<file path="src/rtl/seq_sub_param_pkg.sv">
// Shared ALU definitions for the sequential subtractor: state encoding and default width.
// Optional flag outputs of seq_sub_param are enabled with the SUB_FLAGS_EN macro.
package seq_sub_param_pkg;

    localparam int ALU_N = 32;

    typedef enum logic [1:0] {
        ST_IDLE = 2'd0,
        ST_RUN  = 2'd1,
        ST_DONE = 2'd2
    } state_t;

endpackage

</file>
<file path="src/rtl/seq_sub_param_sub_chunk.sv">
// Combinational CHUNK-bit subtract slice: d = x - y - bin, built as x + ~y + ~bin
// from full-adder cells; bout is the inverted carry-out.
module fa_cell (
    input  logic x,
    input  logic y,
    input  logic ci,
    output logic s,
    output logic co
);
    assign s  = x ^ y ^ ci;
    assign co = (x & y) | (x & ci) | (y & ci);
endmodule

module sub_chunk #(
    parameter int CHUNK = 8
) (
    input  logic [CHUNK-1:0] x,
    input  logic [CHUNK-1:0] y,
    input  logic             bin,
    output logic [CHUNK-1:0] d,
    output logic             bout
);
    logic [CHUNK:0] c_s;

    assign c_s[0] = ~bin;

    for (genvar i = 0; i < CHUNK; i++) begin : g_fa
        fa_cell u_fa (
            .x  (x[i]),
            .y  (~y[i]),
            .ci (c_s[i]),
            .s  (d[i]),
            .co (c_s[i+1])
        );
    end

    assign bout = ~c_s[CHUNK];
endmodule

</file>
<file path="src/rtl/seq_sub_param.sv">
// Multi-cycle signed subtractor diff = a - b - b_in, CHUNK bits per clock, LSB chunk first.
// Define SUB_FLAGS_EN to add the zero/neg/ovf status outputs.
module seq_sub_param
    import seq_sub_param_pkg::*;
#(
    parameter int N     = ALU_N,
    parameter int CHUNK = 8
) (
    input  logic         clk,
    input  logic         rst_n,
    input  logic         start,
    input  logic [N-1:0] a,
    input  logic [N-1:0] b,
    input  logic         b_in,
    output logic         busy,
    output logic         done,
    output logic [N-1:0] diff,
    output logic         b_out
`ifdef SUB_FLAGS_EN
    ,
    output logic         zero,
    output logic         neg,
    output logic         ovf
`endif
);
    localparam int NCH = N / CHUNK;
    localparam int CW  = (NCH > 1) ? $clog2(NCH) : 1;
    localparam logic [CW-1:0] LAST_CNT = CW'(NCH - 1);

    state_t         state_r;
    state_t         state_nxt_s;
    logic [N-1:0]   a_r;
    logic [N-1:0]   b_r;
    logic [CW-1:0]  cnt_r;
    logic           borrow_r;
    logic           accept_s;
    logic           last_s;
    logic [N-1:0]   diff_nxt_s;
    logic [CHUNK-1:0] a_chunk_s;
    logic [CHUNK-1:0] b_chunk_s;
    logic [CHUNK-1:0] d_s;
    logic           bout_s;

    assign a_chunk_s = a_r[int'(cnt_r) * CHUNK +: CHUNK];
    assign b_chunk_s = b_r[int'(cnt_r) * CHUNK +: CHUNK];

    sub_chunk #(.CHUNK(CHUNK)) u_slice (
        .x    (a_chunk_s),
        .y    (b_chunk_s),
        .bin  (borrow_r),
        .d    (d_s),
        .bout (bout_s)
    );

    // Next-state decode, start acceptance and the result with the current chunk merged in
    always_comb begin
        state_nxt_s = state_r;
        accept_s    = 1'b0;
        last_s      = (cnt_r == LAST_CNT);
        diff_nxt_s  = diff;
        diff_nxt_s[int'(cnt_r) * CHUNK +: CHUNK] = d_s;
        case (state_r)
            ST_IDLE, ST_DONE: begin
                if (start) begin
                    accept_s    = 1'b1;
                    state_nxt_s = ST_RUN;
                end else begin
                    state_nxt_s = state_r;
                end
            end
            ST_RUN: begin
                if (last_s) begin
                    state_nxt_s = ST_DONE;
                end else begin
                    state_nxt_s = ST_RUN;
                end
            end
            default: state_nxt_s = ST_IDLE;
        endcase
    end

    // State, operand, borrow-chain and registered result/handshake outputs
    always_ff @(posedge clk or negedge rst_n) begin
        if (!rst_n) begin
            state_r  <= ST_IDLE;
            a_r      <= '0;
            b_r      <= '0;
            cnt_r    <= '0;
            borrow_r <= 1'b0;
            busy     <= 1'b0;
            done     <= 1'b0;
            diff     <= '0;
            b_out    <= 1'b0;
`ifdef SUB_FLAGS_EN
            zero     <= 1'b0;
            neg      <= 1'b0;
            ovf      <= 1'b0;
`endif
        end else begin
            state_r <= state_nxt_s;
            if (accept_s) begin
                a_r      <= a;
                b_r      <= b;
                cnt_r    <= '0;
                borrow_r <= b_in;
                done     <= 1'b0;
                busy     <= 1'b1;
`ifdef SUB_FLAGS_EN
                zero     <= 1'b0;
                neg      <= 1'b0;
                ovf      <= 1'b0;
`endif
            end else if (state_r == ST_RUN) begin
                diff     <= diff_nxt_s;
                borrow_r <= bout_s;
                cnt_r    <= cnt_r + CW'(1);
                if (last_s) begin
                    b_out <= bout_s;
                    busy  <= 1'b0;
                    done  <= 1'b1;
`ifdef SUB_FLAGS_EN
                    zero  <= (diff_nxt_s == '0);
                    neg   <= diff_nxt_s[N-1];
                    ovf   <= (a_r[N-1] != b_r[N-1]) && (diff_nxt_s[N-1] != a_r[N-1]);
`endif
                end
            end
        end
    end

endmodule

</file>
<file path="config.mk">
export PLATFORM = sky130hd
export DESIGN_NAME = seq_sub_param
export DESIGN_NICKNAME = d
export VERILOG_FILES = /design/src/rtl/seq_sub_param_pkg.sv /design/src/rtl/seq_sub_param_sub_chunk.sv /design/src/rtl/seq_sub_param.sv
export SDC_FILE = /design/constraint.sdc
export NUM_CORES = 1
export LEC_CHECK = 0
export CAP_MARGIN = 0
export CORE_MARGIN = 4
export CORE_UTILIZATION = 34
export CTS_CLUSTER_DIAMETER = 100
export DETAILED_ROUTE_END_ITERATION = 16
export PLACE_DENSITY = 0.54
export SLEW_MARGIN = 20
export SYNTH_ARGS = -nofsm -noshare
export SYNTH_HDL_FRONTEND = slang
export SYNTH_HIERARCHICAL = 1
export SYNTH_SLANG_ARGS = --single-unit
</file>
<file path="constraint.sdc">
create_clock -name clk -period 11.3 [get_ports clk]
set_input_delay 2.26 -clock clk [delete_from_list [all_inputs] [get_ports clk]]
set_output_delay 2.26 -clock clk [all_outputs]
set_load 0.02 [all_outputs]
</file>
Yosys cells after proc, flatten, opt, wreduce, memory -nomap -nowiden
Cells that the tools add are included.
Cells by class
  shift operators: 4
  multiplexer cells: 16
  bitwise logic cells: 67
  reduce and logical (&&, ||, !) cells: 7
  equality and inequality tests: 4
  $add $sub $neg: 2
Operator list (number)
  32-bit by 6-bit variable part select with 8-bit output: 2
  5-bit negator with 33-bit output: 1
  8-bit by 33-bit variable shift with 32-bit output (first input constant): 1
  8-bit by 33-bit variable part select with 32-bit output: 1
  32-bit bitwise mux: 1
  1-bit AND: 24
  1-bit OR: 16
  1-bit XOR: 16
  1-bit NOT: 11
  1-bit two-way mux: 10
  2-bit two-way mux: 4
  2-bit equality test (second input constant): 2
  2-bit case mux with 2 select lines: 1
  2-bit AND reduction: 2
  2-bit nonzero test: 2
  3-bit AND reduction: 1
  2-bit by 1-bit adder with 2-bit output (second input constant): 1
  2-bit by 1-bit equality test with 1-bit output (second input constant): 1
  2-bit zero test: 1
  2-bit inequality test (second input constant): 1
  2-bit OR reduction: 1
Word-level totals
  register bits: 104
  output and inout port bits: 35

Depth between registers and ports, before layout
Gate-level depths: netlist of the first run.
  word-level depth: 29
  depth in mapped cells: 14

Cells and area by module
The synthesis of the first run kept the hierarchy.
By module, submodules not included
  seq_sub_param: cells an instance 456, instances 1, area an instance 4503.1 µm²
  fa_cell: cells an instance 1, instances 8, area an instance 20.0 µm²
  sub_chunk: cells an instance 10, instances 1, area an instance 37.5 µm²

Worst setup path after synthesis of the first run
OpenSTA, ideal clock, no wires.
  path kind: register to register
  from: reg cnt_r[0]
  to: reg diff[7]
  data arrival time: 4.560 ns
  clock period less this slack: 4.681 ns
  slack: 6.619 ns
  stages on the path, launching flop included: 12
  path through: dfrtp_1 > buf_4 > mux4_2 > fa_1 > fa_1 > fa_1 > fa_1 > fa_1 > fa_1 > fa_1 > fa_1 > a22o_1
RTL lines
  start: declaration: line seq_sub_param.sv:34  | logic [CW-1:0] cnt_r;
  start signal: assignment: line seq_sub_param.sv:116  | cnt_r <= cnt_r + CW'(1);
  32-bit by 6-bit variable part select with 8-bit output *: line seq_sub_param.sv:44  | assign a_chunk_s = a_r[int'(cnt_r) * CHUNK +: CHUNK];
  named net a_chunk_s[0]: line seq_sub_param.sv:39  | logic [CHUNK-1:0] a_chunk_s;
  1-bit AND: line seq_sub_param_sub_chunk.sv:11  | assign co = (x & y) | (x & ci) | (y & ci);
  1-bit OR * (2 in series): line seq_sub_param_sub_chunk.sv:11
  named net u_slice.c_s[1]: line seq_sub_param_sub_chunk.sv:23  | logic [CHUNK:0] c_s;
  1-bit AND: line seq_sub_param_sub_chunk.sv:11
  1-bit OR: line seq_sub_param_sub_chunk.sv:11
  1-bit OR *: line seq_sub_param_sub_chunk.sv:11
  named net u_slice.c_s[2]: line seq_sub_param_sub_chunk.sv:23
  [... 3 more ...]
  named net u_slice.c_s[3]: line seq_sub_param_sub_chunk.sv:23
  [... 3 more ...]
  named net u_slice.c_s[4]: line seq_sub_param_sub_chunk.sv:23
  [... 3 more ...]
  named net u_slice.c_s[5]: line seq_sub_param_sub_chunk.sv:23
  [... 3 more ...]
  named net u_slice.c_s[6]: line seq_sub_param_sub_chunk.sv:23
  1-bit AND: line seq_sub_param_sub_chunk.sv:11
  1-bit OR: line seq_sub_param_sub_chunk.sv:11
  1-bit OR *: line seq_sub_param_sub_chunk.sv:11
  named net u_slice.c_s[7]: line seq_sub_param_sub_chunk.sv:23
  1-bit XOR *: line seq_sub_param_sub_chunk.sv:10  | assign s = x ^ y ^ ci;
  named net d_s[7]: line seq_sub_param.sv:41  | logic [CHUNK-1:0] d_s;
  8-bit by 33-bit variable part select with 32-bit output *: line seq_sub_param.sv:61  | diff_nxt_s[int'(cnt_r) * CHUNK +: CHUNK] = d_s;
  32-bit bitwise mux *: line seq_sub_param.sv:61
  end signal: assignment: line seq_sub_param.sv:114  | diff <= diff_nxt_s;
  end: declaration: line seq_sub_param.sv:17  | output logic [N-1:0] diff,
Mark *: on every way through the listed nets, which the timed path passes. The rest lies on a longest branch.
A chain may end at the register's enable or synchronous reset.

Final worst setup path of the first run
  from: reg cnt_r[0]
  to: reg diff[15]
The elaborated chain is that of the path after synthesis.

==> impl_metrics.py, run 1 <==
metrics = {
    "detailed_routing": {
        "firstDrtPassIters": 4,
        "drt_iter0_markers": 201,
        "wl_per_cell_um": 14.7,
        "drcViolationCount": 0,
        "finalWirelength_um": 11000,
        "ant_nets": 0,
        "vias_per_cell": 4.61,
        "vias": 3457,
    },
    "logic_synthesis": {
        "synth-xor-area-share": 0,
        "yosys.area.top_type": "dfrtp_1",
        "netlist_area_mm2": 0.00470,
        "synth_cells": 474,
        "synthAdderAreaFrac": 0.0500,
        "synth_cell_types": 30,
        "synth-simple-area-share": 0.225,
        "synth_area_leaders": "dfrtp_1, nand2_1, mux4_2",
        "ys_top_cells_by_count": "nand2_1, dfrtp_1, o21ai_1",
        "avgSynthCellArea_um2": 9.92,
        "ys.warnings.count": 6,
        "ys_seq_area_frac": 0.554,
        "yosys_most_used_dff": "dfrtp_1",
        "synth_top_area_frac": 0.554,
        "synth_most_common_cell": "nand2_1",
        "ys_ff_latch": 104,
        "synthMuxAreaShare": 0.0820,
        "synth_edf_count": 0,
        "postSynthNetCount": 556,
        "synth_compound_area_frac": 0.0527,
        "synthArstFlopShare": 1.00,
        "synth_top_family_by_area": "simple AND/OR/NAND/NOR gates",
    },
    "cells_and_area": {
        "area_delta_synth_final_pct": 31.2,
        "finish.utilization": 0.460,
        "nFillCells": 1322,
        "diodes": 0,
        "drive_gt1_frac": 0.0749,
        "instances_no_fill": 750,
        "nets": 651,
    },
    "timing": {
        "rsz0062_at_grt": "no",
        "period_share": 0.461,
        "relSlewSlack": 0.392,
        "worst_slew_pin_slew_ns": 0.899,
        "max_freq_ghz": 0.192,
        "hold_violations": 0,
        "finalSetupViolCount": 0,
        "slew_viol_final": 0,
        "skew_ns": 0.00826,
        "finalSetupTns_ns": 0,
        "fin_crit_ns": 5.21,
    },
    "grt": {
        "grt_overflow": 0,
        "grt_pass1_vias": 3576,
        "antenna_found_initial": 0,
        "grt_pass1_wl_um": 18600,
        "grt_max_degree": 67,
        "grt_usage": 0.145,
    },
    "cts": {
        "clock_path_buffers": 2,
        "cts_buffers": 9,
        "cts_sinks": 104,
        "post_cts_buffers": 0,
        "cts-resized-gates": 0,
        "path_clk_slew_ns": 0.07,
        "cts_tree": "yes",
        "cts-root-buf": "clkbuf_16",
        "clk_latency_ns": 0.34,
        "h-tree-depth": 3,
        "hold_buffers": 0,
    },
    "pwr": {
        "power_frac_seq": 0.338,
        "internal_power_w": 0.00110,
        "switching_share": 0.415,
        "combPwrFrac": 0.501,
        "vdd_ir_drop_max_v": 0.000161,
        "power_density_mw_per_mm2": 304,
        "leakagePower_nw": 2.86,
        "switchingPower_w": 0.000777,
        "p_clk_frac": 0.161,
    },
    "placement": {
        "dp.final_hpwl_um": 8230,
        "place_congestion": 0.786,
        "io_buffers": 102,
        "dp_cells": 734,
    },
    "setup_path": {
        "cpLargestDelayFamily": "adder cells",
        "cp_common_cell": "fa_1",
        "crit_buf_inv": 1,
        "startpoint_type": "flop",
        "cp_slowest_cell": "dfrtp_1",
        "critPathKind": "reg2reg",
        "path_cells": "buf_4 -> mux4_2 -> fa_1 -> fa_1 -> fa_1 -> fa_1 -> fa_1 -> fa_1 -> fa_1 -> fa_1 -> nand2_1 -> o21ai_1",
        "critPathMaxStageDelay_ns": 0.62,
        "worstPathRequired_ns": 11.56,
        "crit_fanout": 18,
        "critPathCaptureType": "flop",
        "crit_arrival_ns": 5.47,
    },
    "die": {
        "num_io_pins": 103,
        "core-area_mm2": 0.0134,
        "die_x_um": 126,
        "std_cell_rows": 42,
        "dieArea_mm2": 0.0158,
        "die_h_um": 126,
        "start_util": 0.351,
    },
    "run": {
        "maxCapViolations": 0,
    },
    "run_status": {
        "outcome": "complete, no violations",
    },
    "hold_path": {
        "hold_path_class": "reg2reg",
    },
}
kinds of logic after synthesis:
group                    after synthesis
AO/OA/AOI/OAI                         42
adder cells (fa/ha/maj)               14
buffers and inverters                 37
flip-flops                           104
multiplexers                          18
AND/OR/NAND/NOR                      259
cell usage in the layout (no fill, tap or decap), types with 6 or more instances in the layout:
| cell type | n |
|---|---|
| inv_1 | 14 |
| clkdlybuf4s50_1 | 101 |
| ha_1 | 6 |
| nand2_1 | 243 |
| a22o_1 | 8 |
| o21ai_0 | 6 |
| mux4_2 | 15 |
| clkbuf_16 | 9 |
| buf_4 | 6 |
| dfrtp_1 | 104 |
| o21ai_1 | 24 |
| fa_1 | 8 |
tightest hold or removal path, cell delays in order, from the launching register on:
cell and delay, ns:
dfrtp_1 0.34, nand2_1 0.05, nand2_1 0.05
state kept, by name (all words and copies together) (netlist names):
| name | cells |
|---|---|
| state_r | 2 |
| cnt_r | 2 |
| done | 1 |
| diff | 32 |
| busy | 1 |
| a_r | 32 |
| borrow_r | 1 |
| b_out | 1 |
| b_r | 32 |
final timing paths:
kind,startpoint,to,slack (ns),depth (start not counted)
worst max-delay path,cnt_r[0],diff[15],6.09,12
worst min-delay path,a_r[7],a_r[7],0.47,2
worst max register to register,cnt_r[0],diff[15],6.09,12
worst min register to register,a_r[7],a_r[7],0.47,2
max in group asynchronous,rst_n,a_r[30],8.22,2
min in group asynchronous,rst_n,busy,1.86,1
stage by stage:
| step | cell area (um^2) | power [W] | hold WS, ns | setup WS (ns) |
|---|---|---|---|---|
| 2_1_floorplan | 4700 | 0.00125 | 0.437 | 6.62 |
| 3_3_place_gp | 5870 | 0.00158 | 0.451 | 6.09 |
| 3_5_place_dp | 5880 | 0.00160 | 0.460 | 6.04 |
| 4_1_cts | 6170 | 0.00191 | 0.478 | 6.02 |
| 5_1_grt | 6170 | 0.00203 | 0.500 | 5.77 |
| 6_report | 6170 | 0.00187 | 0.474 | 6.09 |
power by group through the flow:
stage,combinational [W],clock (W),sequential (W)
floorplan,0.000601,0,0.000647
global placement,0.000936,0,0.000641
detailed placement,0.000958,0,0.000643
CTS,0.000962,0.000310,0.000636
global route,0.00105,0.000325,0.000655
finish,0.000939,0.000301,0.000632
final cells by class:
cell class / count / area (um^2) / share of cell area
well taps: 176 / 220 / 0.0357
multi-input cells: 333 / 1940 / 0.315
clock inverters: 6 / 51.3 / 0.00832
clock buffers: 10 / 239 / 0.0388
repair buffers: 107 / 1060 / 0.171
flip-flops and latches: 104 / 2600 / 0.422
inverters: 14 / 52.6 / 0.00852
metal layers:
metal	track usage	routed length [um]	vias to the layer above
li1	-	-	1717
met5	0	0	-
met2	0.231	5140	80
met1	0.205	5270	1651
met3	0.0269	471	9
met4	0.0402	108	0
Power figures use the tool's default switching activity.
==> inputs of run 2 (changes only) <==
--- a/config.mk
+++ b/config.mk
@@ -10,7 +10,7 @@
 export CORE_UTILIZATION = 34
 export CTS_CLUSTER_DIAMETER = 100
 export DETAILED_ROUTE_END_ITERATION = 16
-export PLACE_DENSITY = 0.54
+export PLACE_DENSITY = 0.57
 export SLEW_MARGIN = 20
 export SYNTH_ARGS = -nofsm -noshare
 export SYNTH_HDL_FRONTEND = slang
==> constraint.sdc (replaced) <==
create_clock -name clk -period 4.2 [get_ports clk]
set_input_delay 0.84 -clock clk [delete_from_list [all_inputs] [get_ports clk]]
set_output_delay 0.84 -clock clk [all_outputs]
set_load 0.02 [all_outputs]
==> run 2 against run 1 <==
The flow now finishes with violations (negative setup slack). Power increased to 2.8 times the previous value. Worst setup slack worse by 6.2 ns. Core utilization rose by 0.36 points. Design area grew 0.79%. Register-to-register slack worse by 6.2 ns. Die area stayed put. Maximum frequency rose by 21%. First-iteration DRC count shrank 25%. Flip-flop and latch count unchanged. Via count is the same. Wire length up 2.3%. Critical endpoint unchanged. Sequential share of layout area down 0.31 points. Largest cell class unchanged. Largest power group unchanged.
==> impl_metrics.py, run 2 (synthesis results as in run 1) <==
metrics = {
    "run_status": {
        "outcome": "finished with violations",
        "violations": "negative setup slack",
    },
    "pwr": {
        "power_frac_seq": 0.320,
        "leakagePower_nw": 2.86,
        "p_clk_frac": 0.150,
        "combPwrFrac": 0.530,
        "vdd_ir_drop_max_v": 0.000458,
        "report.power.total_w": 0.00529,
        "internal_power_w": 0.00308,
        "switching_share": 0.418,
        "switchingPower_w": 0.00221,
        "power_density_mw_per_mm2": 852,
    },
    "timing": {
        "slew_viol_final": 0,
        "hold_violations": 0,
        "worst_slew_pin_slew_ns": 0.784,
        "hold-worst-slack_ns": 0.472,
        "period_share": 1.02,
        "finalSetupViolCount": 4,
        "skew_ns": 0.0114,
        "rsz0062_at_grt": "yes",
        "relSlewSlack": 0.470,
        "fin_crit_ns": 4.29,
        "max_freq_ghz": 0.233,
        "final.setup.worst_slack_ns": -0.0929,
    },
    "die": {
        "start_util": 0.351,
        "die_h_um": 126,
        "std_cell_rows": 42,
        "dieArea_mm2": 0.0158,
        "num_io_pins": 103,
        "core-area_mm2": 0.0134,
        "die_x_um": 126,
    },
    "cts": {
        "h-tree-depth": 3,
        "cts-root-buf": "clkbuf_16",
        "cts_sinks": 104,
        "clock_path_buffers": 2,
        "cts_buffers": 9,
        "cts_tree": "yes",
        "clk_latency_ns": 0.34,
        "path_clk_slew_ns": 0.07,
    },
    "setup_path": {
        "startpoint_type": "flop",
        "critPathCaptureType": "flop",
        "critPathKind": "reg2reg",
        "crit_start": "cnt_r[0]",
        "crit_fanout": 5,
        "r2r_start": "cnt_r[0]",
        "crit_arrival_ns": 4.55,
        "worstPathRequired_ns": 4.46,
        "r2r_cells": 11,
    },
    "cells_and_area": {
        "diodes": 0,
        "reg_top3": "a_r x32, b_r x32, diff x32",
        "final_common_cell": "nand2_1",
        "seqCellArea_mm2": 0.00260,
        "nFillCells": 1304,
        "drive_gt1_frac": 0.0986,
        "multi_input_area_mm2": 0.00197,
        "mostFrequentLayoutCells": "nand2_1, dfrtp_1, clkdlybuf4s50_1",
        "nets": 655,
        "area_delta_synth_final_pct": 32.2,
        "instances_no_fill": 754,
        "final_area_mm2": 0.00621,
    },
    "grt": {
        "grt_max_degree": 81,
        "grt_overflow": 0,
        "grt_usage": 0.148,
        "grt_pass1_wl_um": 18900,
        "antenna_found_initial": 0,
        "grt_pass1_vias": 3691,
    },
    "hold_path": {
        "hp-start": "a_r[17]",
        "hold_depth": 2,
        "hold_path_class": "reg2reg",
    },
    "detailed_routing": {
        "drt_iter0_markers": 151,
        "firstDrtPassIters": 4,
        "vias_per_cell": 4.58,
        "ant_nets": 0,
        "vias": 3457,
        "finalWirelength_um": 11200,
        "wl_per_cell_um": 14.9,
        "drcViolationCount": 0,
    },
    "placement": {
        "io_buffers": 102,
        "placed_cell_area_mm2": 0.00591,
        "dp_cells": 736,
        "place_congestion": 0.783,
        "dp.final_hpwl_um": 8370,
        "pre_cts_ws_ns": -0.145,
    },
    "run": {
        "maxCapViolations": 0,
    },
}
[run 2: power by group through the flow]
stage,clock network [W],logic (W),registers [W]
3_5_place_dp,0,0.00276,0.00172
4_1_cts,0.000816,0.00280,0.00170
3_3_place_gp,0,0.00272,0.00170
2_1_floorplan,0,0.00168,0.00174
5_1_grt,0.000853,0.00308,0.00174
6_report,0.000793,0.00281,0.00169
[run 2: critical path: stages, from the launching register on]
cell and delay [ns]:
dfrtp_2 0.43, mux4_2 0.53, fa_2 0.35, fa_2 0.34, fa_2 0.35, fa_2 0.34
fa_2 0.35, fa_2 0.36, fa_2 0.36, fa_2 0.58, nand2_1 0.07, o21ai_1 0.14
[run 2: final timing paths]
check,to,slack [ns]
worst max-delay path,diff[15],-0.09
worst min-delay path,a_r[17],0.47
worst max register to register,diff[15],-0.09
worst min register to register,a_r[17],0.47
max in group asynchronous,cnt_r[0],2.83
min in group asynchronous,diff[25],0.54
[run 2: final cells by class]
type | count | share of cell area
tap | 176 | 0.0354
timing repair buffer | 111 | 0.175
multi-input combinational | 333 | 0.317
clock buffer | 9 | 0.0362
sequential | 104 | 0.419
inverter | 14 | 0.00846
clock inverter | 7 | 0.00866
[run 2: metal layers]
metal  vias up  global-route usage  wire length (um)
met4         0              0.0402               121
met2        81               0.253              5630
met5         -                   0                 0
met3         9              0.0256               492
met1      1650               0.195              5000
li1       1717                   -                 -
[run 2: what timing repair did]
item	4_1_cts	5_1_grt
pin swaps	2	2
resized for setup	1	1
setup buffers	1	1
hold buffers	0	0
endpoints found under the setup margin	5	5
[run 2: stage by stage]
stage               utilization  TNS [ns]
global placement          0.441    -0.154
finish                    0.464    -0.220
detailed placement        0.441    -0.424
global route              0.464    -0.745
CTS                       0.462    -0.274
floorplan                     -    -0.313
